**config.mk**
```make
export PLATFORM = sky130hd
export DESIGN_NAME = imsic_msi_fifo_ctrl
export DESIGN_NICKNAME = d
export VERILOG_FILES = /design/src/rtl/imsic_msi_fifo_ctrl.sv
export SDC_FILE = /design/constraint.sdc
export NUM_CORES = 1
export LEC_CHECK = 0
export ABC_AREA = 1
export CELL_PAD_IN_SITES_DETAIL_PLACEMENT = 1
export CELL_PAD_IN_SITES_GLOBAL_PLACEMENT = 2
export CORE_UTILIZATION = 29
export CTS_CLUSTER_SIZE = 28
export DETAILED_ROUTE_END_ITERATION = 10
export MAX_ROUTING_LAYER = met4
export PLACE_DENSITY_LB_ADDON = 0.1
export SLEW_MARGIN = 40
export SYNTH_ARGS = -nofsm -noshare
export SYNTH_HDL_FRONTEND = slang
export SYNTH_SLANG_ARGS = --single-unit
export TNS_END_PERCENT = 20
```
**constraint.sdc**
```tcl
create_clock -name clk -period 2.87 [get_ports clk]
set_clock_uncertainty 0.2 [all_clocks]
set_input_delay 0.574 -clock clk [delete_from_list [all_inputs] [get_ports clk]]
set_output_delay 0.574 -clock clk [all_outputs]
set_load 0.02 [all_outputs]
```
**src/rtl/imsic_msi_fifo_ctrl.sv**
```systemverilog
// MSI identity FIFO controller around an external registered-read dual-port RAM.
// A 2-entry skid buffer hides the RAM read latency so the consumer sees full rate.
module imsic_msi_fifo_ctrl #(
  parameter int DEPTH  = 16,
  parameter int ADDR_W = 4,
  parameter int DATA_W = 11
) (
  input  logic              clk,
  input  logic              rst,
  input  logic              in_valid,
  output logic              in_ready,
  input  logic [DATA_W-1:0] in_data,
  output logic              out_valid,
  input  logic              out_ready,
  output logic [DATA_W-1:0] out_data,
  output logic              ram_we,
  output logic [ADDR_W-1:0] ram_waddr,
  output logic [DATA_W-1:0] ram_wd,
  output logic [ADDR_W-1:0] ram_raddr,
  input  logic [DATA_W-1:0] ram_rd,
  output logic [ADDR_W+1:0] count
);

  localparam int PW = ADDR_W + 1;
  localparam int CW = ADDR_W + 2;

  logic [PW-1:0]     r_wr_ptr;
  logic [PW-1:0]     r_rd_ptr;
  logic              r_init_done;
  logic              r_inflight;
  logic [1:0]        r_skid_cnt;
  logic [DATA_W-1:0] r_skid0;
  logic [DATA_W-1:0] r_skid1;
  logic [CW-1:0]     r_count;

  logic [PW-1:0]     w_ram_cnt;
  logic              w_push;
  logic              w_pop;
  logic              w_fetch;
  logic [2:0]        w_occ;

  assign w_ram_cnt = r_wr_ptr - r_rd_ptr;
  assign in_ready  = r_init_done && (w_ram_cnt != PW'(DEPTH));
  assign w_push    = in_valid && in_ready;
  assign out_valid = r_skid_cnt != 2'd0;
  assign out_data  = r_skid0;
  assign w_pop     = out_valid && out_ready;

  // Words that will sit in the skid buffer after this edge if no new fetch.
  assign w_occ   = {1'b0, r_skid_cnt} + {2'b00, r_inflight}
                 - {2'b00, w_pop};
  assign w_fetch = (w_ram_cnt != '0) && (w_occ < 3'd2);

  assign ram_we    = w_push;
  assign ram_waddr = r_wr_ptr[ADDR_W-1:0];
  assign ram_wd    = in_data;
  assign ram_raddr = r_rd_ptr[ADDR_W-1:0];
  assign count     = r_count;

  // Init flag: producer is held off until the first edge after reset.
  always_ff @(posedge clk or posedge rst) begin
    if (rst) r_init_done <= 1'b0;
    else     r_init_done <= 1'b1;
  end

  // RAM pointers, in-flight read marker and total occupancy.
  always_ff @(posedge clk or posedge rst) begin
    if (rst) begin
      r_wr_ptr   <= '0;
      r_rd_ptr   <= '0;
      r_inflight <= 1'b0;
      r_count    <= '0;
    end else begin
      if (w_push)  r_wr_ptr <= r_wr_ptr + PW'(1);
      if (w_fetch) r_rd_ptr <= r_rd_ptr + PW'(1);
      r_inflight <= w_fetch;
      r_count    <= r_count + CW'(w_push) - CW'(w_pop);
    end
  end

  // Skid buffer: entry 0 is the head, captured data queues behind survivors.
  always_ff @(posedge clk or posedge rst) begin
    if (rst) begin
      r_skid0    <= '0;
      r_skid1    <= '0;
      r_skid_cnt <= 2'd0;
    end else begin
      case ({w_pop, r_inflight})
        2'b01: begin
          if (r_skid_cnt == 2'd0) r_skid0 <= ram_rd;
          else                    r_skid1 <= ram_rd;
          r_skid_cnt <= r_skid_cnt + 2'd1;
        end
        2'b10: begin
          r_skid0    <= r_skid1;
          r_skid_cnt <= r_skid_cnt - 2'd1;
        end
        2'b11: begin
          if (r_skid_cnt == 2'd2) begin
            r_skid0 <= r_skid1;
            r_skid1 <= ram_rd;
          end else begin
            r_skid0 <= ram_rd;
          end
        end
        default: ;
      endcase
    end
  end

endmodule

```
==> results of run 1 <==
-- state kept, by name, summed over array words and instances (netlist names) --
signal,flops
r_wr_ptr,5
r_inflight,1
r_skid1,11
r_skid_cnt,2
r_init_done,1
out_data,11
count,6
r_rd_ptr,5
-- per-stage QoR --
| stage | util | setup TNS, ps |
|---|---|---|
| 2_1_floorplan | - | 0 |
| 3_3_place_gp | 0.3710 | -940.4 |
| 3_5_place_dp | 0.3710 | -1145 |
| 4_1_cts | 0.3869 | 0 |
| 5_1_grt | 0.3945 | -118.7 |
| 6_report | 0.3945 | 0 |
-- Yosys cell counts, drive strengths merged --
| master | n | area share |
|---|---|---|
| o21ai | 27 | 0.055 |
| or2 | 2 | 0.0049 |
| conb | 1 | 0.0015 |
| nor2 | 20 | 0.034 |
| inv | 54 | 0.080 |
| nand2 | 54 | 0.086 |
| a211oi | 1 | 0.0029 |
| fa | 2 | 0.016 |
| dfrtp | 42 | 0.41 |
| nor3 | 1 | 0.0020 |
| xnor2 | 7 | 0.024 |
| buf | 25 | 0.074 |
| xor2 | 7 | 0.024 |
| nand4 | 5 | 0.012 |
| ha | 16 | 0.079 |
| nand3b | 1 | 0.0029 |
| o22a | 11 | 0.038 |
| a21oi | 9 | 0.021 |
| nand3 | 13 | 0.030 |
-- layout make-up --
type / count / area [um2] / share of cell area
Sequential cell: 42 / 1052 / 0.3198
Clock buffer: 6 / 72.57 / 0.02205
Multi-Input combinational cell: 177 / 1177 / 0.3578
Tap cell: 105 / 131.4 / 0.03992
Clock inverter: 2 / 37.54 / 0.01141
Timing Repair Buffer: 67 / 614.3 / 0.1867
Inverter: 54 / 205.2 / 0.06236
-- what timing repair did --
| action | CTS | global route |
|---|---|---|
| endpoints found under the setup margin | 3 | 10 |
| gates resized for setup | 8 | 13 |
| endpoints found under the hold margin | 0 | 0 |
| pin swaps | 0 | 2 |
| buffers inserted | 0 | 2 |
| cloned | 0 | 0 |
-- cells in the final DEF, fill, tap and decap left out, types with 2 or more instances in the layout --
| cell | instances |
|---|---|
| sky130_fd_sc_hd__inv_1 | 49 |
| sky130_fd_sc_hd__nand2_1 | 46 |
| sky130_fd_sc_hd__dfrtp_1 | 41 |
| sky130_fd_sc_hd__clkdlybuf4s50_1 | 40 |
| sky130_fd_sc_hd__buf_4 | 24 |
| sky130_fd_sc_hd__o21ai_1 | 21 |
| sky130_fd_sc_hd__nor2_1 | 15 |
| sky130_fd_sc_hd__ha_1 | 14 |
| sky130_fd_sc_hd__nand3_1 | 12 |
| sky130_fd_sc_hd__o22a_1 | 11 |
| sky130_fd_sc_hd__nand2_2 | 7 |
| sky130_fd_sc_hd__xnor2_1 | 7 |
| sky130_fd_sc_hd__xor2_1 | 7 |
| sky130_fd_sc_hd__a21oi_1 | 5 |
| sky130_fd_sc_hd__nand4_1 | 5 |
| sky130_fd_sc_hd__o21ai_0 | 5 |
| sky130_fd_sc_hd__clkbuf_8 | 5 |
| sky130_fd_sc_hd__a21oi_2 | 4 |
| sky130_fd_sc_hd__nor2_2 | 4 |
| sky130_fd_sc_hd__inv_2 | 3 |
| sky130_fd_sc_hd__ha_4 | 2 |
-- layer usage --
metal  vias up  GRT usage  wire [um]
met3         7    0.02607        160
met5         -          -          0
li1       1018          -          -
met4         0    0.04726         65
met1       960     0.1900       2812
met2        24     0.2226       2650
-- worst max-delay path: stages (launching register included) --
cell                            delay (ps)
sky130_fd_sc_hd__dfrtp_1               370
sky130_fd_sc_hd__inv_1                  60
sky130_fd_sc_hd__ha_1                  300
sky130_fd_sc_hd__nand2_2               100
sky130_fd_sc_hd__nand2_2                80
sky130_fd_sc_hd__nand2_1                60
sky130_fd_sc_hd__nand3_1               100
sky130_fd_sc_hd__nor2_4                160
sky130_fd_sc_hd__nand2_2               100
sky130_fd_sc_hd__nand2_1                70
sky130_fd_sc_hd__inv_1                  30
sky130_fd_sc_hd__dlygate4sd2_1         310
-- power breakdown --
group	internal, mW	total (mW)	switching (mW)
Combinational	1.25	2.72	1.47
Clock	0.260	0.484	0.224
Sequential	0.888	1.07	0.180
Total	2.39	4.27	1.88
-- worst min-delay path by stage --
stage,endpoint,depth (start not counted),startpoint,slack (ps)
final,out_data[7]$_DFFE_PP0P_,1,out_data[7]$_DFFE_PP0P_,310
after floorplan,r_skid1[2]$_DFFE_PP0P_,2,r_skid1[2]$_DFFE_PP0P_,280
after detailed placement,out_data[7]$_DFFE_PP0P_,1,out_data[7]$_DFFE_PP0P_,300
after global placement,out_data[8]$_DFFE_PP0P_,1,out_data[8]$_DFFE_PP0P_,300
after CTS,out_data[7]$_DFFE_PP0P_,1,out_data[7]$_DFFE_PP0P_,320
after global routing,out_data[7]$_DFFE_PP0P_,1,out_data[7]$_DFFE_PP0P_,340
-- logic make-up (layout without fill, tap and decap cells) --
kind of cell    Yosys count  count (layout)  synth area share
other cells               1               1          0.001473
compound gates           48              48            0.1160
fa+ha+maj                18              18           0.09435
xor+xnor                 14              14           0.04816
simple gates             96              96            0.1735
buf+inv                  79             129            0.1538
flops                    42              42            0.4128
==> metrics.md, run 1 <==
| Metric | Value |
|---|---|
| Endpoint of the worst-slack reg-to-reg timing path | `count[4]$_DFF_PP0_` |
| Number of placement rows | `33` |
| Layout cell share with drive strength beyond 1 | `0.1810` |
| Share of the cycle needed by the critical path after routing | `0.9773` |
| Number of max-slew violations in the final report | `0` |
| Area inside the core boundary | `8341 um2` |
| Count of non-filler cells in the finished layout | `453` |
| Maximum number of pins on one net before global-route repair | `43` |
| Via density per instance | `4.435` |
| Number of port buffers | `42` |
| Final setup violating endpoints | `0` |
| X dimension of the die | `95.70 um` |
| Area Growth Syn to Fin | `29.24%` |
| Post-layout power | `4.271 mW` |
| Antenna diodes | `0` |
| # H-tree levels | `2` |
| Post-synth net total | `342` |
| Global-route wire length before repair | `9825 um` |
| Residual DRC | `0` |
| TritonCTS clock tree | `done` |
| Beginning of the worst register-to-register path | `r_rd_ptr[1]$_DFFE_PP0P_` |
| Required time worst endpoint | `2100 ps` |
| Aggregate global-route resource usage | `0.1438` |
| Synth unique cells | `31` |
| Via count | `2,009` |
| Leakage power of the design | `1.587 nW` |
| Effective utilization at floorplan | `0.3053` |
| Source of the critical timing path | `r_rd_ptr[1]$_DFFE_PP0P_` |
| Worst-path fanout max | `3` |
| Maximum clock frequency | `0.3565 GHz` |
| Worst setup endpoint | `in_ready` |
| Count of clock tree sinks | `42` |
| Slew Limit Headroom | `0.6382` |
| Worst hold slack | `315.0 ps` |
| RSZ-0062 raised after global routing | `yes` |
| Die Y-Extent | `95.70 um` |
| Pwr Density | `1298 nW/um2` |
| Detailed Route WL | `5688 um` |
| Worst Reg-to-Reg Cells | `18` |
| Worst setup slack before clock tree synthesis | `-211.0 ps` |
| Reg-to-reg slack, setup | `140 ps` |
| Cell count after synthesis | `298` |
| Hold WC Path Type | `flop to flop` |
| Detailed Routing Iterations Pass 1 | `3` |
| Clock tree root buffer cell | `sky130_fd_sc_hd__clkbuf_8` |
| Kind of critical path | `flop to output pin` |
| Synthesized flop and latch total | `42` |
| Worst-case setup margin in the final layout | `65.15 ps` |
| Total clock buffers created by CTS | `5` |
| Data arrival time of the worst path | `2030 ps` |
| Placed wire-length estimate | `4112 um` |
| Antenna-violating nets left | `0` |
| Iteration-0 DRC Markers | `19` |
| Min cycle time layout | `2805 ps` |
| Pin slew with the least headroom to its limit | `540.6 ps` |
| Final estimated routing congestion in global placement | `0.7409` |
| Final net count | `391` |
| FILL cells | `985` |
| Max-cap violations | `0` |
| Number of endpoints with negative hold slack in the final report | `0` |
| Netlist area before placement | `2546 um2` |
| Count of hold buffers inserted by post-cts repair | `0` |
| Routed length per placed instance | `12.56 um` |
| Seq/Total Area, Yosys | `0.4128` |
| Number of top-level pins | `65` |
| Critical Path Source Type | `flop` |
| Category of the worst setup path capture point | `output pin` |
| Vias in the first global route | `2,123` |
| Bufs on Longest Clock Path | `2` |
| Total congestion overflow | `0` |
| Mean area per synthesized cell | `8.544 um2` |
| Status | `completed` |
| Die area | `9158 um2` |
| Yosys synthesis warning count | `0` |
| DP Area | `3094 um2` |
| Antenna violations before repair | `0` |
| Number of placed cells counting well taps | `443` |
| Maximum VDD drop | `0.3887 mV` |
| Final design instance area without fill | `3291 um2` |
| Clock latency at the later pin of the worst-skew pair | `300 ps` |
| Clock transition time at the flip-flop clock pins of the worst setup and hold paths | `90 ps` |
Note: power is estimated with default switching activity, not from simulation.
==> run 2: changes to the inputs <==
--- a/config.mk
+++ b/config.mk
@@ -13,7 +13,7 @@
 export DETAILED_ROUTE_END_ITERATION = 10
 export MAX_ROUTING_LAYER = met4
 export PLACE_DENSITY_LB_ADDON = 0.1
-export SLEW_MARGIN = 40
+export SLEW_MARGIN = 15
 export SYNTH_ARGS = -nofsm -noshare
 export SYNTH_HDL_FRONTEND = slang
 export SYNTH_SLANG_ARGS = --single-unit
==> run 2 against run 1 <==
Compared with the run above:
- maximum frequency about the same
- clock power about the same
- die area unchanged
- sequential power about the same
- non-clock buffer count unchanged
- sequential share of layout area increased by 0.073 points
- highest routed layer unchanged
==> metrics.md, run 2 (synthesis results as in run 1) <==
| Metric | Value |
|---|---|
| Share of the cycle needed by the critical path after routing | `0.9773 (about the same)` |
| Count of non-filler cells in the finished layout | `453 (unchanged)` |
| Switching power summed over all nets | `1.870 mW (-0.34%)` |
| Pwr Density | `1298 nW/um2 (about the same)` |
| FILL cells | `986 (+0.10%)` |
| Vias in the first global route | `2,123 (unchanged)` |
| Reg-to-reg slack, setup | `140 ps (about the same)` |
| Fin util | `0.3936 (-0.0009000)` |
| Detailed Route WL | `5682 um (-0.11%)` |
| Category of the worst setup path capture point | `output pin` |
| Clock share of power | `0.113 (about the same)` |
| Portion of total power attributed to sequential cells | `0.251 (about the same)` |
| Post-layout power | `4.262 mW (-0.22%)` |
| Number of placed cells counting well taps | `443 (unchanged)` |
| Number of endpoints with negative hold slack in the final report | `0 (unchanged)` |
| Worst-case setup margin in the final layout | `65.19 ps (+0.04000 ps)` |
| Count of hold buffers inserted by post-cts repair | `0 (unchanged)` |
| # H-tree levels | `2 (unchanged)` |
| Worst-path fanout max | `3 (unchanged)` |
| Via density per instance | `4.433 (about the same)` |
| Max-cap violations | `0 (unchanged)` |
| Slew Limit Headroom | `0.4367 (-0.2015)` |
| Status | `completed` |
| Logic pwr share | `0.636 (about the same)` |
| Kind of critical path | `flop to output pin` |
| Effective utilization at floorplan | `0.3053 (unchanged)` |
| Final setup violating endpoints | `0 (unchanged)` |
| Aggregate global-route resource usage | `0.1438 (unchanged)` |
| Worst setup slack before clock tree synthesis | `-211.0 ps (unchanged)` |
| Hold WC Path Type | `flop to flop` |
| Most frequent cells in the layout | `sky130_fd_sc_hd__inv_1 (49), sky130_fd_sc_hd__nand2_1 (46), sky130_fd_sc_hd__dfrtp_1 (41)` |
| TritonCTS clock tree | `done` |
| X dimension of the die | `95.70 um (unchanged)` |
| Global-route wire length before repair | `9825 um (unchanged)` |
| Data arrival time of the worst path | `2030 ps (about the same)` |
| Total clock buffers created by CTS | `5 (unchanged)` |
| Bufs on Longest Clock Path | `2 (unchanged)` |
| Terminating pin of the worst hold path | `out_data[7]$_DFFE_PP0P_` |
| Clock tree root buffer cell | `sky130_fd_sc_hd__clkbuf_8` |
| Placed wire-length estimate | `4112 um (unchanged)` |
| Final net count | `391 (unchanged)` |
| Required time worst endpoint | `2100 ps (about the same)` |
| Number of placement rows | `33 (unchanged)` |
| Count of clock tree sinks | `42 (unchanged)` |
| Number of top-level pins | `65 (unchanged)` |
| Area inside the core boundary | `8341 um2 (unchanged)` |
| Leakage power of the design | `1.586 nW (about the same)` |
| Min cycle time layout | `2805 ps (-0.04000 ps)` |
| Most common cell after layout, fill and taps aside | `sky130_fd_sc_hd__inv_1` |
| Routed length per placed instance | `12.54 um (-0.11%)` |
| Number of port buffers | `42 (unchanged)` |
| Maximum clock frequency | `0.3565 GHz (about the same)` |
| Area taken by flip-flops and latches | `1052 um2 (unchanged)` |
| Pin slew with the least headroom to its limit | `844.9 ps (+304.2 ps)` |
| RSZ-0062 raised after global routing | `yes` |
| Hold Startpoint | `out_data[7]$_DFFE_PP0P_` |
| Antenna-violating nets left | `0 (unchanged)` |
| Layout cell share with drive strength beyond 1 | `0.1810 (unchanged)` |
| Maximum VDD drop | `0.3887 mV (about the same)` |
| Sw frac | `0.4389 (-0.0005231)` |
| Worst Reg-to-Reg Cells | `18 (unchanged)` |
| Detailed Routing Iterations Pass 1 | `3 (unchanged)` |
| Die Y-Extent | `95.70 um (unchanged)` |
| Cell-internal power | `2.392 mW (-0.12%)` |
| Setup tns final | `0 ps (unchanged)` |
| Die area | `9158 um2 (unchanged)` |
| Area Growth Syn to Fin | `28.94%` |
| Beginning of the worst register-to-register path | `r_rd_ptr[1]$_DFFE_PP0P_` |
| Combined area of the multi-input logic cells | `1170 um2 (-0.64%)` |
| Total congestion overflow | `0 (unchanged)` |
| Clock latency at the later pin of the worst-skew pair | `300 ps (about the same)` |
| Maximum number of pins on one net before global-route repair | `43 (unchanged)` |
| Endpoint of the worst-slack reg-to-reg timing path | `count[4]$_DFF_PP0_` |
| Number of max-slew violations in the final report | `0 (unchanged)` |
| Critical Path Source Type | `flop` |
| Residual DRC | `0 (unchanged)` |
| Via count | `2,008 (-0.050%)` |
| Antenna violations before repair | `0 (unchanged)` |
| Final estimated routing congestion in global placement | `0.7409 (unchanged)` |
| Iteration-0 DRC Markers | `28 (+9)` |
| Worst hold path depth | `1 (unchanged)` |
| Clock transition time at the flip-flop clock pins of the worst setup and hold paths | `90 ps (about the same)` |
| Antenna diodes | `0 (unchanged)` |
## run 2: cell counts in the layout (fill, tap and decap cells not counted)
Identical to the previous run, type by type.
## run 2: worst max path at each step
stage	slack [ps]	cells after the start	startpoint	to
floorplan	60	14	r_wr_ptr[3]$_DFFE_PP0P_	count[4]$_DFF_PP0_
global placement	-180	12	out_ready	r_rd_ptr[2]$_DFFE_PP0P_
detailed placement	-210	13	out_ready	r_rd_ptr[3]$_DFFE_PP0P_
CTS	10	18	r_rd_ptr[3]$_DFFE_PP0P_	count[4]$_DFF_PP0_
global route	-60	11	r_rd_ptr[1]$_DFFE_PP0P_	in_ready
finish	70	11	r_rd_ptr[1]$_DFFE_PP0P_	in_ready
## run 2: power by group through the flow
stage | registers [mW] | logic, mW | clock network (mW)
finish | 1.07 | 2.71 | 0.484
global route | 1.11 | 3.07 | 0.524
CTS | 1.07 | 2.62 | 0.506
detailed placement | 1.08 | 2.56 | 0
global placement | 1.07 | 2.51 | 0
floorplan | 1.23 | 1.57 | 0
## run 2: repair_timing
item / 4_1_cts / 5_1_grt
pin swaps: 0 / 2
gates resized for setup: 8 / 13
setup buffers: 0 / 2
setup endpoints to repair: 3 / 10
## run 2: layout make-up
class,count,area share
sequential,42,0.3205
clock inverter,2,0.01143
timing repair buffer,67,0.1871
multi-input combinational,177,0.3563
tap,105,0.04002
clock buffer,6,0.02210
inverter,54,0.06250
## run 2: critical path, cell delays in order, from the launching register on
cell                            delay (ps)
sky130_fd_sc_hd__dfrtp_1               370
sky130_fd_sc_hd__inv_1                  60
sky130_fd_sc_hd__ha_1                  300
sky130_fd_sc_hd__nand2_2               100
sky130_fd_sc_hd__nand2_2                80
sky130_fd_sc_hd__nand2_1                60
sky130_fd_sc_hd__nand3_1               100
sky130_fd_sc_hd__nor2_4                160
sky130_fd_sc_hd__nand2_2               100
sky130_fd_sc_hd__nand2_1                70
sky130_fd_sc_hd__inv_1                  30
sky130_fd_sc_hd__dlygate4sd2_1         310
## run 2: per-stage QoR
stage / hold WS, ps / cell area, um2
global route: 340.0 / 3283
detailed placement: 300.9 / 3094
global placement: 297.8 / 3094
finish: 314.8 / 3283
CTS: 322.5 / 3227
floorplan: 283.4 / 2546
## run 2: layer usage
| layer | GRT usage | wire, um |
|---|---|---|
| met1 | 0.1900 | 2812 |
| met2 | 0.2226 | 2644 |
| met3 | 0.02607 | 159 |
| met4 | 0.04726 | 65 |
| met5 | - | 0 |
